`config.mk`:
```
export PLATFORM = sky130hd
export DESIGN_NAME = gf_mult_seq
export DESIGN_NICKNAME = d
export VERILOG_FILES = /design/src/rtl/gf_mult_seq.sv
export SDC_FILE = /design/constraint.sdc
export NUM_CORES = 2
export LEC_CHECK = 0
export CAP_MARGIN = 20
export CORE_MARGIN = 2
export CORE_UTILIZATION = 35
export DETAILED_ROUTE_END_ITERATION = 16
export SLEW_MARGIN = 20
export SYNTH_ARGS = -nofsm -noshare
export SYNTH_HDL_FRONTEND = slang
export SYNTH_SLANG_ARGS = --single-unit
```
`constraint.sdc`:
```
create_clock -name clk -period 3 [get_ports clk]
set_clock_uncertainty 0.05 [all_clocks]
set_input_delay 0.6 -clock clk [delete_from_list [all_inputs] [get_ports clk]]
set_output_delay 0.6 -clock clk [all_outputs]
set_load 0.02 [all_outputs]
```
`src/rtl/gf_mult_seq.sv`:
```
// Sequential GF(2^WIDTH) multiplier: digit-serial Horner evaluation of A*B mod P(x),
// consuming DIGIT bits of A per cycle, MSB slice first.
module gf_mult_seq #(
  parameter int unsigned      WIDTH   = 128,
  parameter logic [WIDTH-1:0] POLY    = WIDTH'(128'h87),
  parameter int unsigned      DIGIT   = 8,
  parameter bit               REFLECT = 1'b0
) (
  input  logic             clk,
  input  logic             rst_n,
  input  logic             in_valid,
  output logic             in_ready,
  input  logic [WIDTH-1:0] in_a,
  input  logic [WIDTH-1:0] in_b,
  input  logic             abort,
  output logic             out_valid,
  input  logic             out_ready,
  output logic [WIDTH-1:0] out_z,
  output logic             busy
);

  localparam int unsigned STEPS = WIDTH / DIGIT;
  localparam int unsigned CNT_W = $clog2(STEPS + 1);

  if (!(DIGIT == 1 || DIGIT == 2 || DIGIT == 4 || DIGIT == 8 || DIGIT == 16) ||
      (WIDTH % DIGIT) != 0) begin : g_illegal_digit
    $error("gf_mult_seq: DIGIT must be 1, 2, 4, 8 or 16 and divide WIDTH");
  end

  typedef enum logic [1:0] {IDLE, BUSY, DONE} state_t;

  state_t           state;
  logic [WIDTH-1:0] a_q;
  logic [WIDTH-1:0] b_q;
  logic [WIDTH-1:0] z_q;
  logic [WIDTH-1:0] z_step;
  logic [DIGIT-1:0] slice;
  logic [CNT_W-1:0] cnt_q;

  function automatic logic [WIDTH-1:0] bit_rev(input logic [WIDTH-1:0] v);
    logic [WIDTH-1:0] r;
    r = '0;
    for (int i = 0; i < int'(WIDTH); i++) r[i] = v[int'(WIDTH) - 1 - i];
    return r;
  endfunction

  // Map between port bit order and internal x^i-at-bit-i order (self-inverse).
  function automatic logic [WIDTH-1:0] orient(input logic [WIDTH-1:0] v);
    return REFLECT ? bit_rev(v) : v;
  endfunction

  assign slice = a_q[WIDTH-1 -: DIGIT];

  // One Horner step: Z*x^DIGIT + slice*B, reduced one bit at a time so every term is XOR-only.
  always_comb begin
    z_step = z_q;
    for (int i = int'(DIGIT) - 1; i >= 0; i--) begin
      z_step = {z_step[WIDTH-2:0], 1'b0} ^ (z_step[WIDTH-1] ? POLY : '0);
      if (slice[i]) z_step = z_step ^ b_q;
    end
  end

  always_ff @(posedge clk or negedge rst_n) begin
    if (!rst_n) begin
      state     <= IDLE;
      a_q       <= '0;
      b_q       <= '0;
      z_q       <= '0;
      cnt_q     <= '0;
      in_ready  <= 1'b1;
      out_valid <= 1'b0;
      out_z     <= '0;
      busy      <= 1'b0;
    end else begin
      case (state)
        IDLE: begin
          if (in_valid) begin
            a_q      <= orient(in_a);
            b_q      <= orient(in_b);
            z_q      <= '0;
            cnt_q    <= CNT_W'(STEPS);
            state    <= BUSY;
            in_ready <= 1'b0;
            busy     <= 1'b1;
          end
        end
        BUSY: begin
          if (abort) begin
            state    <= IDLE;
            cnt_q    <= '0;
            in_ready <= 1'b1;
            busy     <= 1'b0;
          end else begin
            z_q   <= z_step;
            a_q   <= a_q << DIGIT;
            cnt_q <= cnt_q - CNT_W'(1);
            if (cnt_q == CNT_W'(1)) begin
              state     <= DONE;
              out_valid <= 1'b1;
              out_z     <= orient(z_step);
            end
          end
        end
        DONE: begin
          // Abort wins over a simultaneous out_ready; either way the result is dropped here.
          if (abort || out_ready) begin
            state     <= IDLE;
            out_valid <= 1'b0;
            out_z     <= '0;
            in_ready  <= 1'b1;
            busy      <= 1'b0;
          end
        end
        default: begin
          state     <= IDLE;
          out_valid <= 1'b0;
          out_z     <= '0;
          in_ready  <= 1'b1;
          busy      <= 1'b0;
        end
      endcase
    end
  end

endmodule

```
Word level (Yosys, flattened, before mapping)
Index checks and enable logic that the tools add are counted.
Word-level totals
  register bits: 522
  bits of input ports: 261
  output and inout bits: 131
  word-level logic and storage cells: 90
Operators by class
  $add $sub $neg: 1
  equal/unequal tests: 9
  muxes and demuxes: 45
  bitwise gates (word level): 17
  reduce and logical (&&, ||, !) cells: 9
Operators with widths (count)
  $mux 128: 15
  $xor 128x128->128: 8
  $xor 128x8->128: 8
  $pmux 128 s2: 2
  $pmux 128 s3: 1
  $mux 8: 8
  $mux 5: 2
  $ne 2x2->1 const B: 5
  $pmux 5 s2: 1
  $pmux 1 s3: 3
  $reduce_and 3->1: 3
  $mux 1: 8
  $mux 2: 4
  $pmux 2 s3: 1
  $eq 5x1->1 const B: 1
  $sub 5x1->5 const B: 1
  $reduce_and 2->1: 2
  $reduce_and 4->1: 1
  $ne 3x3->1 const B: 1
  $eq 2x1->1 const B: 1
  $eq 2x2->1 const B: 1
  $logic_not 2->1: 1
  $reduce_bool 2->1: 1
  $logic_or 1x1->1: 1
  $not 1->1: 1

Longest topological paths before layout
  depth after elaboration: 35
  gate-level depth with buffers: 10
  gate-level depth less buffers: 7

Worst setup path after synthesis
OpenSTA, ideal clock, no wires.
  path type: input-to-reg
  start point: input abort
  end point: register z_q[86]
  setup time: 0.096 ns
  arrival: 2.171 ns
  data required time: 2.854 ns
  slack: 0.683 ns
  stages on the path: 9
  buffers on the path: 5
  path through: clkbuf_1 > nand2b_1 > a21o_1 > clkbuf_1 > clkbuf_1 > buf_2 > clkbuf_1 > nand2_1 > o31ai_1
On the way
  longest elaborated chain between the ends: 2
RTL lines
  start, declared: line 15  | input logic abort,
  $ne 2x2->1 (no line)
  $reduce_and 3->1 (no line)
  end signal, assigned: line 94  | z_q <= z_step;
  end, declared: line 35  | logic [WIDTH-1:0] z_q;
No other way between the ends.
A chain may end at the register's enable or synchronous reset.

Worst setup path after layout
  start point: register b_q[127]
  end point: register out_z[6]
On the way
  longest elaborated chain between the ends: 27
  elaborated cells between the ends (all ways): 29
  those cells by class: 14 x mux; 15 x bitwise
RTL lines
  start, declared: line 34  | logic [WIDTH-1:0] b_q;
  start signal, assigned: line 79  | b_q <= orient(in_b);
  $xor 128x128->128: line 59  | if (slice[i]) z_step = z_step ^ b_q;
  $mux 128: line 59
  $mux 8: line 58  | z_step = {z_step[WIDTH-2:0], 1'b0} ^ (z_step[WIDTH-1] ? POLY : '0);
  $xor 128x8->128: line 58
  $xor 128x128->128: line 59
  $mux 128: line 59
  $xor 128x8->128: line 58
  $xor 128x128->128: line 59
  (+11 left out)
  $xor 128x128->128: line 59
  $mux 128 *: line 59
  $xor 128x8->128 *: line 58
  $xor 128x128->128: line 59
  $mux 128 *: line 59
  $mux 128 *: line 97  | if (cnt_q == CNT_W'(1)) begin
  $mux 128 *: line 88  | if (abort) begin
  $pmux 128 s3 *: line 75  | case (state)
  end signal, assigned: line 100  | out_z <= orient(z_step);
  end, declared: line 18  | output logic [WIDTH-1:0] out_z,
Mark *: on every way between the ends. The rest lies on a longest branch, timed or not. The select of a mux whose other input is x is not followed.

==> impl_metrics.toml <==
[outcome]
status = "finished, final reports clean"

[layout]
multi_input_area_mm2 = 0.0202
seqCellArea_mm2 = 0.0131
nets = 4552
stdcell_area_mm2 = 0.0424
drive_gt1_frac = 0.0848
fin_cells = 5630
area_delta_synth_final_pct = 22.2
fill_cells = 9629

[global_routing]
met3_usage = 0.0333
grt_max_degree = 124
grt_pass1_wl_um = 167000
grt_pass1_vias = 28000
gr-max-usage-layer = "met2"
grt-ovfl-total = 0
antenna_found_initial = 13
grtUsageTotal = 0.209
use_met1 = 0.277
grtUsageMet2 = 0.352

[clock_network]
root_buffer = "clkbuf_16"
cts.clk_slew.worst_paths_ps = 60
cts_tree = "done"
post_cts_resized = 0
clock_latency_ps = 700
clk_path_buf_depth = 3
htreeDepth = 2
clock_sink_count = 522
numCtsBuffers = 61

[synth]
synth_edf_count = 0
async_flop_share = 1.00
ys_ff_latch = 522
ys.flop_type = "dfrtp_1"
synth_fa_ha_area_frac = 0.000721
yosysUniqueCellTypes = 38
synthMostInstantiatedCell = "nand2_1"
synth_top_area_share = 0.376
yosys.area_share.simple = 0.188
syn_inst = 4113
seq_area_frac_synth = 0.376
synthTopCellsByCount = "1566 x nand2_1, 706 x xnor2_1, 521 x dfrtp_1"
synth.area.top_cells = "dfrtp_1 38%, xnor2_1 18%, nand2_1 17%"
syn-num-nets = 4376
postSynthAreaPerCell_um2 = 8.44
synth_compound_gate_area_share = 0.0721
yosys_warnings = 0
muxShareOfSynthArea = 0.0415
synth_area_leader_cell = "dfrtp_1"
synth_top_family_by_area = "XOR/XNOR gates"
synth-xor-area-share = 0.278
synth_area_mm2 = 0.0347

[drt]
drt_first_pass_iters = 5
wl_per_cell_um = 19.0
drc = 0
vias = 27827
vias_per_cell = 4.94
drtIter0Drc = 1968
wl_um = 107000
final_antenna_net_count = 0

[floorplan]
die-area_mm2 = 0.102
std_cell_rows = 115
core_mm2 = 0.0983
fp.dieW_um = 319
die_y_um = 319
ioPinCount = 392
initial_core_util = 0.353

[sta]
fin_ws_ps = 423
tightest_slew_ps = 788
finalMaxSlewViolations = 0
rsz0062_at_grt = "no"
hold_viol = 0
fmax_ghz = 0.388
setup_viol_count_final = 0
max_slew_margin = 0.472
fin_crit_ps = 2580
period_share = 0.859

[min_path]
hp-start = "in_ready"
hold_depth = 2
hold_path.class = "flop to flop"

[worst_setup_path]
reg2reg_from = "b_q[127]"
cpPeakStageDelay_ps = 560
crit_required_ps = 3520
endpoint_kind = "flop"
crit_path_start_kind = "flop"
path_cells = "nand2_1, xor2_1, xnor3_1, xnor2_1, xnor2_1, a22o_1"
cp_max_fo = 9
cpMostUsedCell = "xnor2_1"
reg2reg_depth = 6
worstPathArrival_ps = 3100
critPathLaunch = "b_q[127]"
worstSetupPathType = "flop to flop"
slowest_stage = "dfrtp_1"

[place]
placed_cells = 5512
hpwl_um = 72900
postPlaceCellArea_mm2 = 0.0402
pre_cts_ws_ps = -137
io_buffer_count = 391
place_congestion = 0.806

[run]
drv_cap = 0
kinds of logic (layout without fill, tap and decap cells):
kind of cell | after synthesis | count (layout)
flip-flops | 522 | 522
XOR/XNOR | 950 | 950
AO/OA/AOI/OAI | 404 | 404
buffers and inverters | 387 | 613
adder cells (fa/ha/maj) | 2 | 2
other | 0 | 4
AND/OR/NAND/NOR | 1720 | 1720
multiplexers | 128 | 128
sequential cells by signal (all words and copies together), names as in the netlist:
register	count
out_z	128
in_ready	1
out_valid	1
z_q	128
busy	1
cnt_q	5
a_q	128
b_q	128
state	2
cells in the final DEF (no fill, tap or decap), drive strengths merged, types with 88 or more instances in the layout:
cell           netlist  final
mux2               128    128
xnor2              706    706
dfrtp              521    521
nor2               125    125
nand2             1567   1567
xor2               149    149
o21ai              179    179
xnor3               94     94
clkdlybuf4s50        0    390
a31oi              120    120
clkbuf             224     88
buf                159    105
what timing repair did:
| item | 4_1_cts | 5_1_grt |
|---|---|---|
| setup buffers | 0 | 0 |
| hold endpoints to repair | 29 | 0 |
| hold buffers | 1 | 0 |
final timing paths:
kind	to	slack (ps)
worst max-delay path	out_z[6]	420
worst min-delay path	in_ready	420
worst max register to register	out_z[6]	420
worst min register to register	in_ready	420
max in group asynchronous	a_q[40]	1540
min in group asynchronous	out_z[9]	450
worst max-delay path, delay by kind of cell (launching register included):
family,cells,cell delay [ps]
flip-flops,1,560
AND/OR/NAND/NOR,1,110
AO/OA/AOI/OAI,1,240
XOR/XNOR,4,1500
area by class of cell:
cell class              instances  area share
diodes                          4    0.000236
clock buffers                  88      0.0424
clock inverters                25     0.00915
inverters                       4    0.000354
multi-input cells            3204       0.476
flip-flops and latches        522       0.309
well taps                    1287      0.0380
repair buffers                496       0.125
stage by stage:
stage | setup TNS (ps) | hold WS (ps) | util
CTS | 0 | 365 | 0.431
global placement | -142 | 400 | 0.409
floorplan | 0 | 254 | -
global route | 0 | 397 | 0.431
finish | 0 | 416 | 0.431
detailed placement | -210 | 409 | 0.409
per-layer routing:
metal,routed length (um),share of wire
met5,55,0.00051
met1,46900,0.44
met4,2320,0.022
met3,6130,0.057
met2,51600,0.48
Power is left out: the tool's default activity adds up to more than one toggle a clock period on the data nets, which glitch-free logic cannot reach.
